<file path="src/rtl/video_blend_pipe.sv">
`default_nettype none
// ============================================================================
// Module   : video_blend_pipe
// Function : three-stage compositor of playfield B over playfield A with a
//            per-line mode (overlay, alpha blend, additive clamp, A only).
// Revision : 1.0 - initial release
// ============================================================================
module video_blend_pipe #(
   parameter int CHAN_W            = 4,
   parameter int ALPHA_W           = 4,
   parameter int EN_BLEND          = 1,
   parameter int EN_BLEND_ADDCLAMP = 1
) (
   input  logic                        clk,
   input  logic                        reset_i,
   input  logic [1:0]                  blend_mode_i,
   input  logic                        vsync_i,
   input  logic                        hsync_i,
   input  logic                        dv_de_i,
   input  logic [ALPHA_W+3*CHAN_W-1:0] colorA_xrgb_i,
   input  logic [ALPHA_W+3*CHAN_W-1:0] colorB_xrgb_i,
   output logic [3*CHAN_W-1:0]         blend_rgb_o,
   output logic                        hsync_o,
   output logic                        vsync_o,
   output logic                        dv_de_o
);

   localparam int c_PIX_W    = ALPHA_W + 3*CHAN_W;
   localparam int c_RGB_W    = 3*CHAN_W;
   localparam int c_ALPHA_W1 = ALPHA_W + 1;
   localparam int c_PROD_W   = CHAN_W + ALPHA_W + 1;
   localparam int c_SUM_W    = CHAN_W + ALPHA_W + 2;

   localparam logic [1:0] c_MODE_OVERLAY = 2'd0;
   localparam logic [1:0] c_MODE_ALPHA   = 2'd1;
   localparam logic [1:0] c_MODE_ADD     = 2'd2;
   localparam logic [1:0] c_MODE_AONLY   = 2'd3;

   localparam logic [c_SUM_W-1:0]  c_CHAN_MAX   = c_SUM_W'((1 << CHAN_W) - 1);
   localparam logic [ALPHA_W:0]    c_ALPHA_ONE  = c_ALPHA_W1'(1);
   localparam logic [ALPHA_W:0]    c_ALPHA_FULL = {1'b1, {ALPHA_W{1'b0}}};

   logic               r_hsync_prev;
   logic [1:0]         r_active_mode;
   logic [1:0]         w_req_mode;
   logic [1:0]         w_next_mode;
   logic               w_line_start;

   logic [c_RGB_W-1:0] r_s1_a;
   logic [c_PIX_W-1:0] r_s1_b;
   logic [1:0]         r_s1_mode;
   logic               r_s1_hs, r_s1_vs, r_s1_de;

   logic [1:0]         r_s2_mode;
   logic               r_s2_hs, r_s2_vs, r_s2_de;

   logic [ALPHA_W-1:0] w_fa;
   logic [ALPHA_W:0]   w_alpha;
   logic [ALPHA_W:0]   w_inv;
   logic [c_RGB_W-1:0] w_rgb3;

   // Alpha of the bottom playfield carries no meaning here.
   logic w_unused_a_alpha;
   assign w_unused_a_alpha = ^colorA_xrgb_i[c_PIX_W-1 -: ALPHA_W];

   always_comb begin
      w_req_mode = blend_mode_i;
      if ((blend_mode_i == c_MODE_ALPHA && EN_BLEND == 0) ||
          (blend_mode_i == c_MODE_ADD && EN_BLEND_ADDCLAMP == 0))
         w_req_mode = c_MODE_OVERLAY;
   end

   assign w_line_start = hsync_i & ~r_hsync_prev;
   assign w_next_mode  = w_line_start ? w_req_mode : r_active_mode;

   assign w_fa    = r_s1_b[c_PIX_W-1 -: ALPHA_W];
   assign w_alpha = {1'b0, w_fa} + c_ALPHA_ONE;
   assign w_inv   = c_ALPHA_FULL - {1'b0, w_fa};

   // hsync_prev comes out of reset high so a level held across release is not a line start.
   always_ff @(posedge clk or posedge reset_i) begin
      if (reset_i) begin
         r_hsync_prev  <= 1'b1;
         r_active_mode <= c_MODE_OVERLAY;
         r_s1_a        <= '0;
         r_s1_b        <= '0;
         r_s1_mode     <= c_MODE_OVERLAY;
         r_s1_hs       <= 1'b0;
         r_s1_vs       <= 1'b0;
         r_s1_de       <= 1'b0;
         r_s2_mode     <= c_MODE_OVERLAY;
         r_s2_hs       <= 1'b0;
         r_s2_vs       <= 1'b0;
         r_s2_de       <= 1'b0;
         blend_rgb_o   <= '0;
         hsync_o       <= 1'b0;
         vsync_o       <= 1'b0;
         dv_de_o       <= 1'b0;
      end else begin
         r_hsync_prev  <= hsync_i;
         r_active_mode <= w_next_mode;
         r_s1_a        <= colorA_xrgb_i[c_RGB_W-1:0];
         r_s1_b        <= colorB_xrgb_i;
         r_s1_mode     <= w_next_mode;
         r_s1_hs       <= hsync_i;
         r_s1_vs       <= vsync_i;
         r_s1_de       <= dv_de_i;
         r_s2_mode     <= r_s1_mode;
         r_s2_hs       <= r_s1_hs;
         r_s2_vs       <= r_s1_vs;
         r_s2_de       <= r_s1_de;
         blend_rgb_o   <= r_s2_de ? w_rgb3 : '0;
         hsync_o       <= r_s2_hs;
         vsync_o       <= r_s2_vs;
         dv_de_o       <= r_s2_de;
      end
   end

   generate
      for (genvar ch = 0; ch < 3; ch++) begin : g_chan
         logic [CHAN_W-1:0]  w_a, w_b;
         logic [c_SUM_W-1:0] w_blend, w_add, w_s2_val, r_s2_val, w_pre;

         assign w_a = r_s1_a[ch*CHAN_W +: CHAN_W];
         assign w_b = r_s1_b[ch*CHAN_W +: CHAN_W];

         if (EN_BLEND != 0) begin : g_blend
            logic [c_PROD_W-1:0] w_prod_fg, w_prod_bg;
            assign w_prod_fg = c_PROD_W'(w_alpha) * c_PROD_W'(w_b);
            assign w_prod_bg = c_PROD_W'(w_inv) * c_PROD_W'(w_a);
            assign w_blend   = c_SUM_W'(w_prod_fg) + c_SUM_W'(w_prod_bg);
         end else begin : g_no_blend
            assign w_blend = '0;
         end

         if (EN_BLEND_ADDCLAMP != 0) begin : g_add
            assign w_add = c_SUM_W'(w_a) + c_SUM_W'(w_b);
         end else begin : g_no_add
            assign w_add = '0;
         end

         always_comb begin
            case (r_s1_mode)
               c_MODE_ALPHA: w_s2_val = w_blend;
               c_MODE_ADD:   w_s2_val = w_add;
               c_MODE_AONLY: w_s2_val = c_SUM_W'(w_a);
               default:      w_s2_val = (w_fa != '0) ? c_SUM_W'(w_b) : c_SUM_W'(w_a);
            endcase
         end

         always_ff @(posedge clk or posedge reset_i) begin
            if (reset_i) r_s2_val <= '0;
            else         r_s2_val <= w_s2_val;
         end

         // Only the blend sum needs scaling; the clamp is a no-op for overlay and A-only.
         assign w_pre = (r_s2_mode == c_MODE_ALPHA) ? (r_s2_val >> ALPHA_W) : r_s2_val;
         assign w_rgb3[ch*CHAN_W +: CHAN_W] =
            (w_pre > c_CHAN_MAX) ? c_CHAN_MAX[CHAN_W-1:0] : w_pre[CHAN_W-1:0];
      end
   endgenerate

endmodule
`default_nettype wire

</file>
<file path="config.mk">
export PLATFORM = sky130hd
export DESIGN_NAME = video_blend_pipe
export DESIGN_NICKNAME = d
export VERILOG_FILES = /design/src/rtl/video_blend_pipe.sv
export SDC_FILE = /design/constraint.sdc
export NUM_CORES = 1
export LEC_CHECK = 0
export ABC_AREA = 1
export CAP_MARGIN = 20
export CORE_UTILIZATION = 51
export DETAILED_ROUTE_END_ITERATION = 8
export HOLD_SLACK_MARGIN = 0.02
export PLACE_DENSITY = 0.82
export REMOVE_ABC_BUFFERS = 1
export SYNTH_ARGS = -nofsm -noshare
export SYNTH_HDL_FRONTEND = slang
export SYNTH_SLANG_ARGS = --single-unit
</file>
<file path="constraint.sdc">
create_clock -name clk -period 4.15 [get_ports clk]
set_input_delay 0.6225 -clock clk [delete_from_list [all_inputs] [get_ports clk]]
set_output_delay 0.6225 -clock clk [all_outputs]
set_load 0.01 [all_outputs]
</file>
# Word-level counts from Yosys, hierarchy flattened
# Cells that the tools add are included.
[totals]
reg_bits = 84
latchBits = 0
mem_bits_rw = 0
rom_bits = 0
out_inout_bits = 15
wordCells = 55
memories = 0
[classes]
n_addsub = 8
mul = 6
div_mod_pow = 0
n_lt_le_gt_ge = 3
n_eq_ne = 4
n_shift = 0
mux = 13
n_bitwise = 2
reduce_logical = 1
[ops]
columns = ["cell", "n"]
rows = [
  ["case mux 10 bit (3 select lines)", 3],
  ["multiplier 5 x 4 -> 9 bit", 6],
  ["adder 9 x 9 -> 10 bit", 3],
  ["> comparator 10 x 4 -> 1 bit (second input constant)", 3],
  ["2-to-1 mux 10 bit", 3],
  ["2-to-1 mux 4 bit", 6],
  ["adder 4 x 4 -> 5 bit", 3],
  ["2-to-1 mux 12 bit", 1],
  ["adder 4 x 1 -> 5 bit (second input constant)", 1],
  ["subtractor 5 x 4 -> 5 bit (first input constant)", 1],
  ["== test 2 x 1 -> 1 bit (second input constant)", 2],
  ["== test 2 bit (second input constant)", 2],
  ["nonzero test 4 bit", 1],
  ["AND 1 bit", 1],
  ["inverter 1 bit", 1],
]

# Longest topological paths before layout
# Gate-level depths: netlist of run 1.
[depth]
depth_word = 5
depth_mapped = 21

# Worst setup path before layout of run 1
# Ideal clock, no wire load.
[synth_path]
path_type = "reg-to-reg"
start = "register r_s1_b[12]"
end = "register g_chan[0].r_s2_val[6]"
arrival_time_ns = 4.272
t_required_ns = 4.032
path_slack_ns = -0.241
stages_incl_launch_ff = 16
path_cell_list = "dfrtp_1 inv_2 ha_1 clkbuf_1 nand2_1 fa_1 fa_1 inv_1 fa_1 inv_1 fa_1 inv_1 fa_1 a21oi_1 xor2_1 nor2_1"
[synth_between]
elab_chain_len = 4
[synth_lines]
columns = ["element", "line", "source"]
rows = [
  ["start: declaration", "50", "logic [c_PIX_W-1:0] r_s1_b;"],
  ["start signal: assignment", "103", "r_s1_b <= colorB_xrgb_i;"],
  ["subtractor 5 x 4 -> 5 bit or adder 4 x 1 -> 5 bit (tied branches)", "78, 77", ""],
  ["multiplier 5 x 4 -> 9 bit, on equally long branches", "130, 129", ""],
  ["adder 9 x 9 -> 10 bit (*)", "131", "assign w_blend = c_SUM_W'(w_prod_fg) + c_SUM_W'(w_prod_bg);"],
  ["case mux 10 bit (3 select lines) (*)", "143", "case (r_s1_mode)"],
  ["named net g_chan[0].w_s2_val[6]", "122", "logic [c_SUM_W-1:0] w_blend, w_add, w_s2_val, r_s2_val, w_pre;"],
  ["end signal: assignment", "153", "else r_s2_val <= w_s2_val;"],
  ["end: declaration", "122", ""],
]
# Mark *: on every way through the listed nets, which the timed path passes. The rest lies on a longest branch.
# A chain may end at the register's enable or synchronous reset.

# Final worst setup path of run 1
[layout_path]
start = "register r_s1_b[12]"
end = "register g_chan[0].r_s2_val[4]"
# Same word-level chain as after synthesis.

==> results.md, run 1 <==
Synthesis:
- The post-synth design cell area is approximately 7400 um^2.
- The Yosys step of the flow raised 0 warnings.
- Synthesis inferred 84 register bits.
- Synthesis produced a netlist whose cell count is between 900 and 1,000.
- Among all flip-flop cells after synthesis, the most frequent one is sky130_fd_sc_hd__dfrtp_1.
- The distinct cell type count after synthesis is 33.
- Of the synthesized area, sequential elements account for ~28%.
- The share of flip-flops with an asynchronous set or reset after synthesis is 100.0%.
- The average cell area after synthesis is roughly 8 um^2.
- Yosys mapped a number of flops with a built-in enable equal to 0.

Detailed routing:
- The routed design uses about 9600 um of met2 wire.
- After detailed routing, the number of vias per cell comes to between 5 and 6.
- After detailed routing, the wire length on met1 is roughly 7500 um.
- The wire length per cell is roughly 16 um.
- The routed layout has between 6,000 and 7,000 vias.
- Signal routing reaches up to met4.
- Summed over all nets, wire length on met3 after detailed routing comes to roughly 1200 um.
- The routed design has 18,970 um of wire.
- The detail route stage leaves a number of antenna-violating nets equal to 0.
- For this run, design rule violations remaining after detail routing come to 0.
- The total iterations of the first detailed-routing run is 6.
- The starting DRC count in detailed routing is roughly 500.

Global route:
- The total overflow left after global routing is 0.
- The number of global-route vias before repair is approximately 6,400.
- The largest net degree at the start of global routing is between 40 and 50.
- The initial antenna violation count is 0.
- The first global-routing pass estimated between 20,000 and 30,000 um of wire.
- In the global route stage, overall resource usage came out at about a quarter.

Power and ir drop:
- The part of the power in the clock network is between 15 and 20%.
- IR analysis of the VDD net gives a maximum drop of about 0.00025 V.
- The combinational power share is 61.9%.
- The analysis attributes to net switching a power of between 2 and 2.5 mW.
- Overall power consumption after layout is estimated at roughly 5.0 mW.
- The internal portion of the total power is 2.956 mW.
- The power per cell area is 522.8 nW/um^2.
- The net switching share of the total power is 40.98%.
- The static power due to leakage is around 5 nW.
- In this run, flip-flops and latches consume 21.1% of the power.

Timing:
- The total setup violations reported at the end of the flow is 12.
- Setup repair after global routing could not meet its margin everywhere.
- The achievable frequency is approximately 230 MHz.
- Of the available clock period, the critical path in the final layout requires 102.7%.
- The worst-case clock skew is about 0.008 ns.
- The final hold violation count was 0.
- Measured against its own limit, the worst slew margin works out to a little over two fifths.
- The minimum clock period after layout is between 4 and 5 ns.
- The transition time at the pin with the least slew margin is ~0.85 ns.
- Setup slack on the critical path of the routed design comes to -0.1114 ns.
- The max-slew violation count is 0.

Setup path:
- The worst register-to-register path ends at g_chan[0].r_s2_val[4].
- STA classifies the critical path startpoint as a register.
- Tracing the worst setup path back leads to its startpoint at r_s1_b[12].
- The data required time at the worst endpoint is approximately 4.4 ns.
- The critical path is of the register to register type.
- The depth of the worst register-to-register path is 17.
- The arrival time of data at the critical path endpoint is 4.48 ns.
- The worst setup path is captured at a register.
- The register-to-register path setup slack is -0.11 ns.
- Of all nets on the critical path, the largest fanout is 3.
- The launching point of the worst reg2reg path is r_s1_b[12].

Floorplanning:
- The floorplan step defined a die boundary enclosing roughly 15,000 um^2.
- 54 I/O pins were placed.
- The die extent in y is 122.8 um.
- The number of rows in the core area is 43.
- From left edge to right edge, the die measures between 100 and 150 um.
- The area of the core region is ~14,000 um^2.
- The initial core utilization is between 50% and 60%.

Finish:
- The leading cell type in the layout, fill and taps excluded is sky130_fd_sc_hd__inv_1.
- The repair_antennas step left the layout with diodes totalling 0.
- The non-filler instance count after layout is between 1,000 and 1,500.
- In the layout the commonest cells are sky130_fd_sc_hd__inv_1, sky130_fd_sc_hd__nand2_1, sky130_fd_sc_hd__nor2_1.
- The share of final-layout standard cells stronger than drive strength 1 is 21.48%.
- At the end of the flow, the number of nets in the layout was between 1,000 and 1,500.
- The area growth from synthesis to layout is 28.77%.

Clock tree:
- The CTS sink count is 84.
- The total CTS buffers is 9.
- The maximum level of the CTS H-tree is 3.
- Counting along the longest clock path gives a buffer depth of 2.
- The buffer cell driving the clock tree root is sky130_fd_sc_hd__clkbuf_16.
- The source-to-sink clock delay at the later pin of the worst-skew pair is 0.36 ns.
- After clock tree synthesis, the clock-pin slew on the worst setup and hold paths is roughly 0.060 ns.
- TritonCTS built the clock tree.

Place:
- The congestion estimate from routability-driven global placement came to about 0.92.
- In this run, placement finished with an instance count of roughly 1,200.
- The number of input and output port buffers inserted is slightly below 50.
- Detailed placement ended at an HPWL of ~13,000 um.

Status:
- The run finished, with violations left.
- The final reports fail on negative setup slack.

Run:
- The max-capacitance violation count is 0.

Min path:
- The worst hold path begins at r_s2_hs.
- The worst hold path terminates at hsync_o.
- The cell depth of the worst min-delay path is 0.
- The path class of the tightest hold or removal check is register to register.
==> final cells by class <==
class / count / area (um^2)
repair buffers: 118 / 1125
flip-flops and latches: 84 / 2105
clock buffers: 12 / 236.5
fillers: 1006 / 4461
inverters: 219 / 823.3
clock inverters: 4 / 73.82
well taps: 180 / 225.2
multi-input cells: 592 / 4994
==> worst max path at each step <==
| stage | end | slack, ns | cells past startpoint |
|---|---|---|---|
| after floorplan | g_chan[0].r_s2_val[6] | -0.58 | 14 |
| after global placement | g_chan[1].r_s2_val[9] | -0.24 | 17 |
| after detailed placement | g_chan[1].r_s2_val[3] | -0.30 | 14 |
| after CTS | g_chan[1].r_s2_val[7] | -0.008 | 22 |
| after global routing | g_chan[1].r_s2_val[7] | -0.21 | 22 |
| final | g_chan[0].r_s2_val[4] | -0.11 | 17 |
==> timing repair <==
action / CTS / global route
pin swaps: 69 / 78
buffers inserted: 5 / 12
hold buffers: 0 / 0
resized for setup: 69 / 105
setup endpoints to repair: 21 / 21
gates cloned: 0 / 2
==> cells by family after synthesis <==
| group | Yosys count | share of synthesized area (%) |
|---|---|---|
| fa+ha+maj | 152 | 33.13 |
| other cells | 1 | 0.05040 |
| compound gates | 67 | 4.641 |
| buf+inv | 236 | 12.44 |
| xor+xnor | 11 | 1.396 |
| simple gates | 359 | 20.08 |
| flops | 84 | 28.27 |
==> power groups by stage <==
stage	clock (mW)	sequential, mW	combinational, mW
5_1_grt	0.892	1.07	3.43
4_1_cts	0.854	1.06	2.61
6_report	0.848	1.06	3.10
2_1_floorplan	0	1.08	1.46
3_3_place_gp	0	1.06	2.20
3_5_place_dp	0	1.07	2.29
==> critical path: stages, from the launching register on <==
cell and delay [ns]:
sky130_fd_sc_hd__dfrtp_1 0.40, sky130_fd_sc_hd__inv_2 0.11, sky130_fd_sc_hd__ha_4 0.18, sky130_fd_sc_hd__xnor2_4 0.13
sky130_fd_sc_hd__buf_6 0.15, sky130_fd_sc_hd__buf_6 0.09, sky130_fd_sc_hd__nand2_2 0.04, sky130_fd_sc_hd__fa_1 0.47
sky130_fd_sc_hd__fa_1 0.56, sky130_fd_sc_hd__inv_2 0.04, sky130_fd_sc_hd__fa_1 0.52, sky130_fd_sc_hd__inv_2 0.05
sky130_fd_sc_hd__fa_1 0.54, sky130_fd_sc_hd__inv_2 0.05, sky130_fd_sc_hd__fa_2 0.41, sky130_fd_sc_hd__buf_4 0.16
sky130_fd_sc_hd__xnor2_2 0.15, sky130_fd_sc_hd__o21ai_1 0.08
==> cell usage after synthesis (3+ instances only) <==
library cell,instances,area [um^2]
sky130_fd_sc_hd__o21ai_0,27,135.1
sky130_fd_sc_hd__buf_6,4,45.04
sky130_fd_sc_hd__nor2_1,122,457.9
sky130_fd_sc_hd__nand2_1,168,630.6
sky130_fd_sc_hd__nand4_1,18,112.6
sky130_fd_sc_hd__buf_2,5,25.02
sky130_fd_sc_hd__fa_1,75,1501
sky130_fd_sc_hd__nand3_1,40,200.2
sky130_fd_sc_hd__xor2_1,5,43.79
sky130_fd_sc_hd__inv_1,213,799.5
sky130_fd_sc_hd__ha_1,77,963.4
sky130_fd_sc_hd__clkbuf_1,6,22.52
sky130_fd_sc_hd__inv_2,6,22.52
sky130_fd_sc_hd__dfrtp_1,83,2077
sky130_fd_sc_hd__a31oi_1,3,18.77
sky130_fd_sc_hd__a21oi_1,30,150.1
sky130_fd_sc_hd__xnor2_1,5,43.79
sky130_fd_sc_hd__o21ai_1,4,20.02
==> layer usage <==
layer  track usage [%]  up-vias
met5                 0        -
met4             12.58        0
met3             4.833       53
met2             43.08      270
met1             32.67     3045
li1                  -     2976
==> through the flow <==
stage	util, %	hold WS [ns]	worst slack (ns)	setup TNS, ns	instance area (um^2)
global placement	60.28	0.3342	-0.2444	-3.387	8464
global route	68.23	0.3618	-0.2115	-3.132	9582
CTS	65.16	0.3532	-0.008487	-0.008487	9150
floorplan	-	0.3312	-0.5831	-10.12	7345
finish	68.23	0.3493	-0.1114	-0.4831	9582
detailed placement	60.28	0.3373	-0.3022	-4.480	8464
==> state kept, by name (all words and copies together) (netlist names), 2 cells and up <==
signal           count
blend_rgb_o         12
g_chan.r_s2_val     30
r_s1_a              12
r_s1_b              16
r_s1_mode            2
r_s2_mode            2
(Power assumes the default switching activity.)
==> inputs of run 2 (changes only) <==
--- a/config.mk
+++ b/config.mk
@@ -5,7 +5,6 @@
 export SDC_FILE = /design/constraint.sdc
 export NUM_CORES = 1
 export LEC_CHECK = 0
-export ABC_AREA = 1
 export CAP_MARGIN = 20
 export CORE_UTILIZATION = 51
 export DETAILED_ROUTE_END_ITERATION = 8
==> run 2 against run 1 <==
The flow still finishes with violations (negative setup slack). Clock skew is 0.0018 ns higher. Cell count is 17% lower. Synthesized area hardly changed. Critical endpoint is now g_chan[0].r_s2_val[9].
==> results.md, run 2 <==
Status:
- Result of the run: finished, violations left (unchanged).
- Violated checks: negative setup slack (unchanged).

Setup path:
- The biggest fanout along the worst timing path came to 5 (was 3).
- The worst reg2reg path endpoint is g_chan[0].r_s2_val[9] (was g_chan[0].r_s2_val[4]).
- The register-to-register path setup slack was -0.36 ns (was -0.11 ns).
- The arrival time of data at the critical path endpoint was 4.77 ns (was 4.48 ns).
- The termination of the worst setup path is g_chan[0].r_s2_val[9] (was g_chan[0].r_s2_val[4]).
- The start point of the critical path is r_s1_b[13] (was r_s1_b[12]).
- The category of the worst setup path launch point is a register (unchanged).
- The data required time at the worst endpoint is 4.41 ns (was 4.37 ns).
- The endpoint kind of the worst setup timing path is a register (unchanged).
- The critical path class is register to register (unchanged).
- The launching point of the worst reg2reg path is r_s1_b[13] (was r_s1_b[12]).
- The depth of the worst register-to-register path is 18 (was 17).

Clock tree:
- The source-to-sink clock delay at the later pin of the worst-skew pair is 0.35 ns (was 0.36 ns).
- The worst-case clock buffer depth is 2 (unchanged).
- The clock input transition at the sequential cells of the worst setup and hold paths was 0.06 ns (about the same).
- The buffer cell driving the clock tree root is sky130_fd_sc_hd__clkbuf_16 (unchanged).
- The TritonCTS clock tree was built (unchanged).
- The maximum level of the CTS H-tree is 3 (unchanged).
- The CTS sink count came to 84 (unchanged).
- The total CTS buffers is 9 (unchanged).

Finish:
- The diode insertion count for antenna repair is 0 (unchanged).
- The area added between synthesis and finish is 26.02% (was 28.77%).
- The cell area after layout is 9375 um^2 (was 9582 um^2).
- The leading cell type in the layout, fill and taps excluded is sky130_fd_sc_hd__inv_1 (unchanged).
- Largest registers in the final layout: g_chan.r_s2_val x30, r_s1_b x16 (unchanged).
- The number of nets in the layout came to 1,006 (was 1,215).
- The register containing the most flip-flops in the final layout was g_chan.r_s2_val (unchanged).
- The flip-flop count of the largest register after layout is 30 (unchanged).
- Most frequent cells in the layout: sky130_fd_sc_hd__inv_1, sky130_fd_sc_hd__dfrtp_1, sky130_fd_sc_hd__and2_1 (was sky130_fd_sc_hd__inv_1, sky130_fd_sc_hd__nand2_1, sky130_fd_sc_hd__nor2_1).
- The share of final-layout standard cells stronger than drive strength 1 is 22.93% (was 21.48%).
- The final core utilization is 66.76% (was 68.23%).
- The number of inserted filler cells in the final layout is 969 (was 1,006).

Synthesis:
- Ranking of synthesized cells by instance count: sky130_fd_sc_hd__inv_1, sky130_fd_sc_hd__dfrtp_1, sky130_fd_sc_hd__ha_1 (was sky130_fd_sc_hd__inv_1, sky130_fd_sc_hd__nand2_1, sky130_fd_sc_hd__nor2_1).
- The share of flip-flops with an asynchronous set or reset after synthesis is 100.0% (unchanged).
- The sequential share of the synthesized area is 28.27% (about the same).
- The library cell with the highest instance count after synthesis is sky130_fd_sc_hd__inv_1 (unchanged).
- The average cell area after synthesis is 10.63 um^2 (was 8.177 um^2).
- The count of synthesis-stage warnings from yosys is 0 (unchanged).
- Largest cells by area after synthesis: sky130_fd_sc_hd__dfrtp_1, sky130_fd_sc_hd__fa_1, sky130_fd_sc_hd__ha_1, sky130_fd_sc_hd__and2_1, sky130_fd_sc_hd__inv_1 (was sky130_fd_sc_hd__dfrtp_1, sky130_fd_sc_hd__fa_1, sky130_fd_sc_hd__ha_1, sky130_fd_sc_hd__inv_1, sky130_fd_sc_hd__nand2_1).
- The top flip-flop cell by instance count after synthesis is sky130_fd_sc_hd__dfrtp_1 (unchanged).
- The library cell occupying the most area in the post-synthesis netlist is sky130_fd_sc_hd__dfrtp_1 (unchanged).
- The top-area cell type share of the netlist area is 27.92% (was 27.91%).
- The total of flip-flops plus latches after synthesis came to 84 (unchanged).
- The count of flip-flops with a built-in enable after synthesis came to 0 (unchanged).
- The post-synthesis cell count is 700 (was 910).
- The distinct cell type count after synthesis was 53 (was 33).
- The post-synth design cell area is 7440 um^2 (was 7441 um^2).

Run:
- The max-capacitance violation count came to 0 (unchanged).

Place:
- The area of placed instances is 8516 um^2 (was 8464 um^2).
- The final weighted congestion in routability-driven placement is 0.8707 (was 0.9214).
- The post-detailed-placement half-perimeter wirelength is 13,080 um (was 13,140 um).
- The number of input and output port buffers inserted is 49 (unchanged).

Global route:
- The largest net degree at the start of global routing came to 66 (was 48).
- The wire length of the first global-routing pass was 29,300 um (was 29,590 um).
- The overall overflow remaining after global route was 0 (unchanged).
- The overall track demand over capacity in global routing is 25.71% (was 25.98%).
- The number of global-route vias before repair is 6,217 (was 6,371).
- The initial antenna violation count was 0 (unchanged).

Power and ir drop:
- The power per cell area is 504.9 nW/um^2 (was 522.8 nW/um^2).
- The static power due to leakage is 4.587 nW (was 5.085 nW).
- The largest vdd supply drop is 0.0003958 V (was 0.0002467 V).
- The post-route total power is 4.733 mW (was 5.009 mW).

Timing:
- The minimum clock period after layout is 4.510 ns (was 4.261 ns).
- The final hold violation count is 0 (unchanged).
- The max-slew violation count is 0 (unchanged).
- The transition time at the pin with the least slew margin is 1.034 ns (was 0.8457 ns).
- The share of the clock period used by the worst path after layout is 108.7% (was 102.7%).
- The total setup violations reported at the end of the flow is 19 (was 12).
- The setup TNS is -4.410 ns (was -0.4831 ns).
- The worst-case clock skew is 0.009911 ns (was 0.008120 ns).
- RSZ-0062 raised after global routing: true (unchanged).
- The worst slew margin relative to its limit came to 31.04% (was 43.41%).
- The achievable frequency is 221.7 MHz (was 234.7 MHz).
- The final hold slack is 0.3484 ns (was 0.3493 ns).
- The final worst-path setup slack is -0.3604 ns (was -0.1114 ns).

Min path:
- The kind of path behind the tightest hold check is register to register (unchanged).

Detailed routing:
- The total iterations of the first detailed-routing run was 6 (unchanged).
- The number of design rule violations left after detail routing was 0 (unchanged).
- The detail-routed via count per cell was 5.702 (was 5.247).
- The starting DRC count in detailed routing is 457 (was 495).
- The wire length per cell is 18.40 um (was 15.69 um).
- The aggregate routed wire length is 18,400 um (was 18,970 um).
- The total via count in the routed design was 5,702 (was 6,344).
- The final antenna-violating net count is 0 (unchanged).

Floorplanning:
- The die span in x is 122.8 um (about the same).
- The count of boundary I/O pins is 54 (unchanged).
- The full die area came to 15,070 um^2 (was 15,080 um^2).
- The die extent in y is 122.8 um (about the same).
- The initial core utilization is 52.98% (was 52.99%).
- The area of the core region is 14,040 um^2 (unchanged).
- The number of rows in the core area is 43 (unchanged).
==> run 2: cell families after synthesis <==
logic type / share of synthesized area (%)
other: 0.05041
flip-flops: 28.27
XOR/XNOR: 1.530
AND/OR/NAND/NOR: 14.53
multiplexers: 7.417
buffers and inverters: 7.400
adder cells (fa/ha/maj): 33.13
AO/OA/AOI/OAI: 7.669
==> run 2: repair_timing <==
| action | 4_1_cts | 5_1_grt |
|---|---|---|
| hold buffers | 0 | 0 |
| setup buffers | 11 | 4 |
| gates cloned | 2 | 0 |
| resized for setup | 86 | 25 |
| endpoints found under the setup margin | 21 | 21 |
| hold endpoints to repair | 0 | 0 |
| pin swaps | 67 | 32 |
==> run 2: worst min-delay path by stage <==
| stage | start | endpoint | slack, ns | cells past startpoint |
|---|---|---|---|---|
| CTS | r_s1_de | r_s2_de | 0.35 | 0 |
| detailed placement | r_s1_de | r_s2_de | 0.34 | 0 |
| global placement | r_s1_de | r_s2_de | 0.33 | 0 |
| global route | r_s1_de | r_s2_de | 0.35 | 0 |
| finish | r_s1_de | r_s2_de | 0.35 | 0 |
| floorplan | r_s2_hs | hsync_o | 0.33 | 0 |
==> run 2: stage by stage <==
stage / setup WS [ns] / instances
2_1_floorplan: -0.8335 / 679
3_3_place_gp: -0.4538 / 968
3_5_place_dp: -0.5828 / 968
4_1_cts: -0.2699 / 996
5_1_grt: -0.4815 / 1000
6_report: -0.3604 / 1000
==> run 2: final cells by class <==
type / instances / area [um^2] / area share (%)
tap: 180 / 225.2 / 2.402
sequential: 84 / 2103 / 22.43
clock inverter: 7 / 57.56 / 0.6139
inverter: 117 / 440.4 / 4.698
clock buffer: 9 / 225.2 / 2.402
multi-input combinational: 478 / 5189 / 55.35
timing repair buffer: 125 / 1135 / 12.10
==> run 2: where the power goes <==
part           switching, mW  internal [mW]  total, mW
registers              0.101          0.983       1.08
clock network          0.364          0.415      0.779
logic                   1.42           1.45       2.87
total                   1.89           2.85       4.73
==> run 2: routing by layer <==
layer | up-vias | share of wire (%) | global-route usage [%]
li1 | 2504 | - | -
met1 | 2853 | 37 | 28.87
met2 | 262 | 52 | 45.40
met3 | 83 | 6.4 | 5.762
met4 | 0 | 4.7 | 13.41
met5 | - | 0 | 0
==> run 2: critical path, cell delays in order (launching register included) <==
cell and delay [ns]:
sky130_fd_sc_hd__dfrtp_1 0.41, sky130_fd_sc_hd__inv_2 0.08, sky130_fd_sc_hd__ha_4 0.18, sky130_fd_sc_hd__xnor2_2 0.23
sky130_fd_sc_hd__buf_6 0.19, sky130_fd_sc_hd__buf_6 0.12, sky130_fd_sc_hd__nand2_4 0.05, sky130_fd_sc_hd__fa_1 0.49
sky130_fd_sc_hd__fa_1 0.53, sky130_fd_sc_hd__inv_2 0.04, sky130_fd_sc_hd__fa_1 0.50, sky130_fd_sc_hd__inv_1 0.05
sky130_fd_sc_hd__fa_1 0.49, sky130_fd_sc_hd__inv_2 0.06, sky130_fd_sc_hd__ha_1 0.25, sky130_fd_sc_hd__a211oi_4 0.27
sky130_fd_sc_hd__o21bai_2 0.12, sky130_fd_sc_hd__o22ai_2 0.15, sky130_fd_sc_hd__mux2i_1 0.21
==> patch, RTL diff (settings of run 2) <==
Take the reset off `blend_rgb_o` and load it in a clocked block of its own.
--- a/src/rtl/video_blend_pipe.sv
+++ b/src/rtl/video_blend_pipe.sv
@@ -92,7 +92,6 @@
          r_s2_hs       <= 1'b0;
          r_s2_vs       <= 1'b0;
          r_s2_de       <= 1'b0;
-         blend_rgb_o   <= '0;
          hsync_o       <= 1'b0;
          vsync_o       <= 1'b0;
          dv_de_o       <= 1'b0;
@@ -109,11 +108,14 @@
          r_s2_hs       <= r_s1_hs;
          r_s2_vs       <= r_s1_vs;
          r_s2_de       <= r_s1_de;
-         blend_rgb_o   <= r_s2_de ? w_rgb3 : '0;
          hsync_o       <= r_s2_hs;
          vsync_o       <= r_s2_vs;
          dv_de_o       <= r_s2_de;
       end
+   end
+
+   always_ff @(posedge clk) begin
+      blend_rgb_o <= r_s2_de ? w_rgb3 : '0;
    end
 
    generate
Behaviour: differs if reset_i is asserted again (counterexample within 4 cycles, from zero or initial values and one cycle with reset_i high); with reset_i held inactive, the same outputs for 10 cycles.
==> patch against run 2 <==
Sequential cell count is the same. Global-route usage grew 0.94 points. Cell area grew 1.2%. Clock skew shrank 0.0024 ns. Largest power group unchanged. Maximum frequency shrank 0.52%. Combinational power grew 6%. Total power grew 6.9%. Cell count grew 1.2%. Highest routed layer unchanged. Worst setup slack lost 0.024 ns. Area after synthesis shrank 1.6%. Critical path type unchanged. Routed wire length grew 1.3%. The run still ends with setup timing left.
==> patch: results (changes against run 2) <==
Finish
The total of clock buffers placed in the layout was 10 (+1). The portion of the layout cell area used by clock cells is 3.693% (+0.68 points). The final-layout non-clock buffer area share is 12.23% (+0.12 points).

The total area of sequential cells was 2046 um2 (-2.7%). The number of fill cells is 923 (-4.7%). The count of plain and timing-repair buffers in the layout is 130 (+4.0%). The ratio of cells with drive above 1 in the final layout is 24.04% (+1.1 points). The count of inverters not on the clock network in the layout is 119 (+1.7%). The proportion of cell area occupied by multi-input gates came to 55.43% (+0.083 points).

Logic synthesis
By area the synthesized netlist is led by sky130_fd_sc_hd__dfrtp_1 (24%), sky130_fd_sc_hd__fa_1 (21%), sky130_fd_sc_hd__ha_1 (13%). The number of library cell types mapped by synthesis is 55 (+3.8%). The number of cells produced by synthesis came to 707 (+1.0%). The fraction of synthesis flops using an asynchronous set or reset pin was 85.71% (-14 points).

Critical path
The data arrival at the endpoint of the critical path is 4.73 ns (-0.04 ns). The worst-case reg-to-reg path depth is 16 (-2).

Run status
The flow ran to the end, but the final reports show violations. The checks that failed: setup timing.

STA
The slack of the critical path is -0.3839 ns (-0.02354 ns). The count of final setup violators is 19 (unchanged).

Power
The switching portion of total power is 38.13% (-1.7 points). The combinational power is 3.04 mW (+6%).

Route
The detailed router's first-iteration violation count is 376 (-18%). The first-pass iteration count of the detailed router is 5 (-1).

Place
The number of instances in the placed design came to 978 (+1.0%). The placement-stage worst setup slack was -0.6604 ns (-0.07751 ns). The placed wire-length estimate after detailed placement is 12.83 mm (-1.9%).

Global routing
The number of global-route vias before repair was 6125 (-1.5%).

Clock tree
The post-CTS setup buffer count was 13 (+2).
patch: path summary, 6_finish.rpt:
kind	startpoint	to	slack, ns
max	r_s1_b[12]$_DFF_PP0_	g_chan[2].r_s2_val[7]$_DFF_PP0_	-0.38
min	r_s2_vs$_DFF_PP0_	vsync_o$_DFF_PP0_	0.35
max reg2reg	r_s1_b[12]$_DFF_PP0_	g_chan[2].r_s2_val[7]$_DFF_PP0_	-0.38
min reg2reg	r_s2_vs$_DFF_PP0_	vsync_o$_DFF_PP0_	0.35
max in group asynchronous	reset_i	r_s1_de$_DFF_PP0_	2.84
min in group asynchronous	reset_i	r_s1_b[13]$_DFF_PP0_	0.60
patch: through the flow:
step | hold WS, ns | util, % | power (mW)
2_1_floorplan | 0.3312 | - | 2.497
3_3_place_gp | 0.3333 | 60.36 | 3.218
3_5_place_dp | 0.3371 | 60.36 | 3.288
4_1_cts | 0.3505 | 66.26 | 4.638
5_1_grt | 0.3599 | 68.07 | 5.414
6_report | 0.3480 | 68.07 | 5.060
patch: cells by family (layout without fill, tap and decap cells):
| group | count (synthesis) | after routing | synth area share [%] |
|---|---|---|---|
| adder cells (fa/ha/maj) | 152 | 152 | 33.69 |
| XOR/XNOR | 13 | 13 | 1.556 |
| flip-flops | 84 | 84 | 27.92 |
| multiplexers | 30 | 30 | 4.976 |
| other | 1 | 3 | 0.05125 |
| buffers and inverters | 142 | 265 | 7.541 |
| AND/OR/NAND/NOR | 186 | 186 | 14.74 |
| AO/OA/AOI/OAI | 99 | 99 | 9.525 |
patch: metal layers:
metal	vias to the layer above	track usage (%)	part of all wire (%)
met5	-	0	0
met4	0	11.73	4.4
met3	65	5.431	4.7
met2	198	44.99	51
met1	2814	32.95	40
li1	2554	-	-
